`src/rtl/missile_control.sv`:
```
// Missile horizontal position register, copy scheduler and per-line fine motion.
// Issues a one-cycle strobe to the missile pixel generator at each copy's start pixel.
module missile_control #(
    parameter int SCREEN_WIDTH = 160,
    parameter int RESET_POS    = 3
) (
    input  logic       clk,
    input  logic       reset,
    input  logic       pixel_valid,
    input  logic [7:0] pixel_x,
    input  logic       line_start,
    input  logic       reg_write,
    input  logic [2:0] reg_addr,
    input  logic [7:0] reg_data,
    output logic       missile_strobe,
    output logic [1:0] missile_width,
    output logic       missile_enable,
    output logic [7:0] position
);

    localparam logic [2:0] ADDR_ENAM  = 3'd0;
    localparam logic [2:0] ADDR_NUSIZ = 3'd1;
    localparam logic [2:0] ADDR_RESM  = 3'd2;
    localparam logic [2:0] ADDR_HMM   = 3'd3;
    localparam logic [2:0] ADDR_HMOVE = 3'd4;
    localparam logic [2:0] ADDR_HMCLR = 3'd5;

    localparam logic signed [8:0] SW_S        = 9'(SCREEN_WIDTH);
    localparam logic [8:0]        SW_U        = 9'(SCREEN_WIDTH);
    localparam logic [7:0]        RESET_POS_8 = 8'(RESET_POS);

    logic [7:0]        pos_p0;
    logic signed [3:0] motion_p0;
    logic              enable_p0;
    logic [1:0]        width_p0;
    logic [2:0]        copies_p0;
    logic              hmove_armed;
    logic              strobe_p1;

    // Fold a signed position result back into 0..SCREEN_WIDTH-1.
    function automatic logic [7:0] wrap_pos(input logic signed [8:0] v);
        logic signed [8:0] r;
        r = v;
        if (v < 9'sd0)
            r = v + SW_S;
        else if (v >= SW_S)
            r = v - SW_S;
        return r[7:0];
    endfunction

    function automatic logic [7:0] copy_target(input logic [7:0] pos, input logic [6:0] off);
        logic [8:0] s;
        s = {1'b0, pos} + {2'b00, off};
        if (s >= SW_U)
            s = s - SW_U;
        return s[7:0];
    endfunction

    logic wr_enam, wr_nusiz, wr_resm, wr_hmm, wr_hmove, wr_hmclr;
    logic x_visible, has16, has32, has64, hit, apply_motion;
    logic signed [8:0] pos_s, motion_s;
    logic [7:0] moved_pos, resm_pos;
    logic unused_bits;

    assign unused_bits = reg_data[3];

    assign wr_enam  = reg_write && (reg_addr == ADDR_ENAM);
    assign wr_nusiz = reg_write && (reg_addr == ADDR_NUSIZ);
    assign wr_resm  = reg_write && (reg_addr == ADDR_RESM);
    assign wr_hmm   = reg_write && (reg_addr == ADDR_HMM);
    assign wr_hmove = reg_write && (reg_addr == ADDR_HMOVE);
    assign wr_hmclr = reg_write && (reg_addr == ADDR_HMCLR);

    assign x_visible = ({1'b0, pixel_x} < SW_U);
    assign resm_pos  = x_visible ? pixel_x : RESET_POS_8;

    always_comb begin
        has16 = (copies_p0 == 3'b001) || (copies_p0 == 3'b011);
        has32 = (copies_p0 == 3'b010) || (copies_p0 == 3'b011) || (copies_p0 == 3'b110);
        has64 = (copies_p0 == 3'b100) || (copies_p0 == 3'b110);
        hit   = (pixel_x == pos_p0)
             || (has16 && (pixel_x == copy_target(pos_p0, 7'd16)))
             || (has32 && (pixel_x == copy_target(pos_p0, 7'd32)))
             || (has64 && (pixel_x == copy_target(pos_p0, 7'd64)));
    end

    // A same-cycle HMOVE write defers the move to the next line.
    assign apply_motion = line_start && hmove_armed && !wr_hmove;
    assign pos_s        = $signed({1'b0, pos_p0});
    assign motion_s     = {{5{motion_p0[3]}}, motion_p0};
    assign moved_pos    = wrap_pos(pos_s - motion_s);

    always_ff @(posedge clk) begin
        if (reset) begin
            pos_p0      <= 8'd0;
            motion_p0   <= 4'sd0;
            enable_p0   <= 1'b0;
            width_p0    <= 2'd0;
            copies_p0   <= 3'd0;
            hmove_armed <= 1'b0;
            strobe_p1   <= 1'b0;
        end else begin
            // Stage p1: compare uses the position/copies held before this cycle's writes.
            strobe_p1 <= pixel_valid && x_visible && hit;

            if (wr_resm)
                pos_p0 <= resm_pos;
            else if (apply_motion)
                pos_p0 <= moved_pos;

            if (wr_hmove)
                hmove_armed <= 1'b1;
            else if (apply_motion)
                hmove_armed <= 1'b0;

            if (wr_hmm)
                motion_p0 <= $signed(reg_data[7:4]);
            else if (wr_hmclr)
                motion_p0 <= 4'sd0;

            if (wr_enam)
                enable_p0 <= reg_data[1];

            if (wr_nusiz) begin
                width_p0  <= reg_data[5:4];
                copies_p0 <= reg_data[2:0];
            end
        end
    end

    assign missile_strobe = strobe_p1;
    assign missile_width  = width_p0;
    assign missile_enable = enable_p0;
    assign position       = pos_p0;

endmodule

```
`config.mk`:
```
export PLATFORM = sky130hd
export DESIGN_NAME = missile_control
export DESIGN_NICKNAME = d
export VERILOG_FILES = /design/src/rtl/missile_control.sv
export SDC_FILE = /design/constraint.sdc
export NUM_CORES = 1
export LEC_CHECK = 0
export ABC_AREA = 0
export CAP_MARGIN = 20
export CORE_MARGIN = 2
export CORE_UTILIZATION = 30
export CTS_CLUSTER_SIZE = 16
export DETAILED_ROUTE_END_ITERATION = 10
export PLACE_DENSITY = 0.62
export SETUP_SLACK_MARGIN = 0.02
export SLEW_MARGIN = 20
export SYNTH_ARGS = -nofsm -noshare
export SYNTH_HDL_FRONTEND = slang
export SYNTH_SLANG_ARGS = --single-unit
```
`constraint.sdc`:
```
create_clock -name clk -period 2.6 [get_ports clk]
set_input_delay 0.39 -clock clk [delete_from_list [all_inputs] [get_ports clk]]
set_output_delay 0.39 -clock clk [all_outputs]
set_load 0.03 [all_outputs]
```
==> results.json <==
{
  "p_clk_frac": 0.232,
  "syn-num-nets": 294,
  "synth_largest_area_cell": "dfxtp_1",
  "layout_setup_ws_ns": 0.0981,
  "seq_power_share": 0.236,
  "path_delay_family": "simple AND/OR/NAND/NOR gates",
  "cts_hold_buffers": 0,
  "leakage_nw": 1.16,
  "cts_root_buf": "clkbuf_8",
  "die_w_um": 87.1,
  "grt_max_degree": 21,
  "synthCells": 250,
  "placed_area_mm2": 0.00266,
  "area_growth_pct": 37.1,
  "yosys_warnings": 0,
  "clock_path_buffers": 2,
  "path_class": "flip-flop to flip-flop",
  "cap_violations": 0,
  "synth_common_cells": "27 x nor2_1, 20 x dfxtp_1, 19 x nand2_1, 18 x ha_1, 17 x inv_1",
  "fp.dieH_um": 87.1,
  "cts_buffers": 3,
  "cp-end-kind": "flip-flop",
  "worst_hold_path_type": "flip-flop to flip-flop",
  "yosys-top-cells-area": "dfxtp_1 19%, ha_1 11%, xor2_1 5.1%",
  "die-area_mm2": 0.00758,
  "cts_tree": "done",
  "powerDensity_mw_per_mm2": 488,
  "fin_nets": 351,
  "grt_pass1_wl_mm": 9.13,
  "io_buffers": 34,
  "switching_share": 0.363,
  "ios": 36,
  "num_rows": 30,
  "netlist_area_mm2": 0.00207,
  "p_comb_frac": 0.533,
  "wl_mm": 5.51,
  "max_stage_delay_ns": 0.43,
  "async_flop_share": 0,
  "yosysSeqAreaShare": 0.193,
  "slew_viol_final": 0,
  "fin_area_mm2": 0.00284,
  "antenna_found_initial": 0,
  "synth_edf_count": 0,
  "status": "completed",
  "synth_seq_cells": 20,
  "grt-ovfl-total": 0,
  "cpMaxStageDelayCell": "or4_4",
  "p_int_mw": 0.882,
  "initial_core_util": 0.308,
  "r2r_slack_ns": 0.1,
  "synth_top_area_frac": 0.193,
  "final-setup-viol-count": 0,
  "grt_pass1_vias": 1890,
  "cp.arrival_ns": 2.70,
  "slew_headroom": 0.638,
  "dp_slack_ns": -0.00757,
  "drive_gt1_frac": 0.216,
  "fin_crit_sh": 0.962,
  "worst-path-buf-inv": 1,
  "diodes": 0,
  "rsz0062_at_grt": "true",
  "skew_ns": 0.00221,
  "gp_congestion": 0.838,
  "drc_errors": 0,
  "wl_per_cell_um": 14.3,
  "viasPerCell": 5.18,
  "grt_use_total": 0.148,
  "critPathLaunchType": "flip-flop",
  "ys.flop_type": "dfxtp_1",
  "yosysUniqueCellTypes": 63,
  "cp.required_ns": 2.80,
  "max_freq_mhz": 400,
  "yosysMostFrequentCell": "nor2_1",
  "clock-sinks": 20,
  "switchingPower_mw": 0.503,
  "cts.clk_slew.worst_paths_ns": 0.08,
  "avgSynthCellArea_um2": 8.28,
  "worstMarginPinSlew_ns": 0.540,
  "ir_drop_v": 0.000282,
  "clk_latency_ns": 0.26,
  "cts_max_level": 1,
  "cp_max_fo": 3,
  "crit_chain": "inv_2, ha_4, fa_2, nor2b_4, o211ai_2, and4_1, a31oi_2, nand2_2, ha_1, or4_4, o22ai_2",
  "post-dp-hpwl_mm": 4.34,
  "core_area_mm2": 0.00672,
  "drt_iter0_drc": 62,
  "dr.pass1.iters": 4,
  "route.vias.total": 2001,
  "antenna_left": 0,
  "period_minus_slack_ns": 2.50,
  "finalHoldViolations": 0
}
-- cells in the final DEF, fill, tap and decap left out, types with 5 or more instances in the layout --
cell,count
a21oi_1,12
a22oi_1,5
buf_4,26
clkdlybuf4s50_1,34
dfxtp_1,18
ha_1,15
inv_1,15
mux2i_1,8
nand2_1,18
nand2b_1,7
nor2_1,25
nor3_1,7
xnor2_1,8
xor2_1,12
-- logic make-up after synthesis --
group                    count (synthesis)  synth area share
AO/OA/AOI/OAI                           67             0.249
XOR/XNOR                                24             0.114
adder cells (fa/ha/maj)                 20             0.128
buffers and inverters                   25            0.0496
flip-flops                              20             0.193
multiplexers                             8            0.0387
AND/OR/NAND/NOR                         86             0.227
-- routing by layer --
layer / wire length, um / track usage / vias to the layer above
met1: 2720 / 0.211 / 935
met5: 0 / 0 / -
met4: 18 / 0.0199 / 0
met3: 205 / 0.0246 / 2
met2: 2560 / 0.241 / 39
li1: - / - / 1025
-- registers in the layout (all words and copies together), names as in the netlist --
name / count
missile_width: 2
copies_p0: 3
missile_strobe: 1
missile_enable: 1
hmove_armed: 1
position: 8
motion_p0: 4
-- power by group through the flow --
stage / Clock (mW) / Combinational [mW] / Sequential (mW)
3_3_place_gp: 0 / 0.622 / 0.334
2_1_floorplan: 0 / 0.416 / 0.360
3_5_place_dp: 0 / 0.628 / 0.334
5_1_grt: 0.339 / 0.805 / 0.328
6_report: 0.321 / 0.738 / 0.327
4_1_cts: 0.331 / 0.647 / 0.327
-- final timing paths --
check        depth (start not counted)          end         from
max                                 11  position[6]  position[0]
min                                  2  hmove_armed  hmove_armed
max reg2reg                         11  position[6]  position[0]
min reg2reg                          2  hmove_armed  hmove_armed
-- stage by stage --
step | hold WS (ns) | utilization | total power, mW | setup TNS [ns] | cells
5_1_grt | 0.497 | 0.422 | 1.47 | -0.0576 | 386
6_report | 0.475 | 0.422 | 1.39 | 0 | 386
3_5_place_dp | 0.463 | 0.396 | 0.962 | -0.00757 | 378
4_1_cts | 0.477 | 0.409 | 1.31 | 0 | 384
3_3_place_gp | 0.459 | 0.396 | 0.956 | 0 | 378
2_1_floorplan | 0.450 | - | 0.776 | 0 | 250
-- timing repair --
item                                    4_1_cts  5_1_grt
pin swaps                                     1        1
endpoints found under the hold margin         0        0
gates resized for setup                       1       17
endpoints found under the setup margin        3        3
setup buffers                                 2        2
-- cell type report --
| cell class | count | area (um2) |
|---|---|---|
| Sequential cell | 20 | 405 |
| Clock buffer | 3 | 41.3 |
| Inverter | 17 | 63.8 |
| Tap cell | 80 | 100 |
| Clock inverter | 1 | 30.0 |
| Timing Repair Buffer | 60 | 536 |
| Multi-Input combinational cell | 205 | 1660 |
| Fill cell | 681 | 3880 |
-- worst register-to-register path: stages (launching register included) --
cell and delay [ns]:
dfxtp_4 0.35, inv_2 0.04, ha_4 0.15, fa_2 0.37, nor2b_4 0.14, o211ai_2 0.10, and4_1 0.17, a31oi_2 0.19
nand2_2 0.10, ha_1 0.30, or4_4 0.43, o22ai_2 0.09
Power figures use the tool's default switching activity.
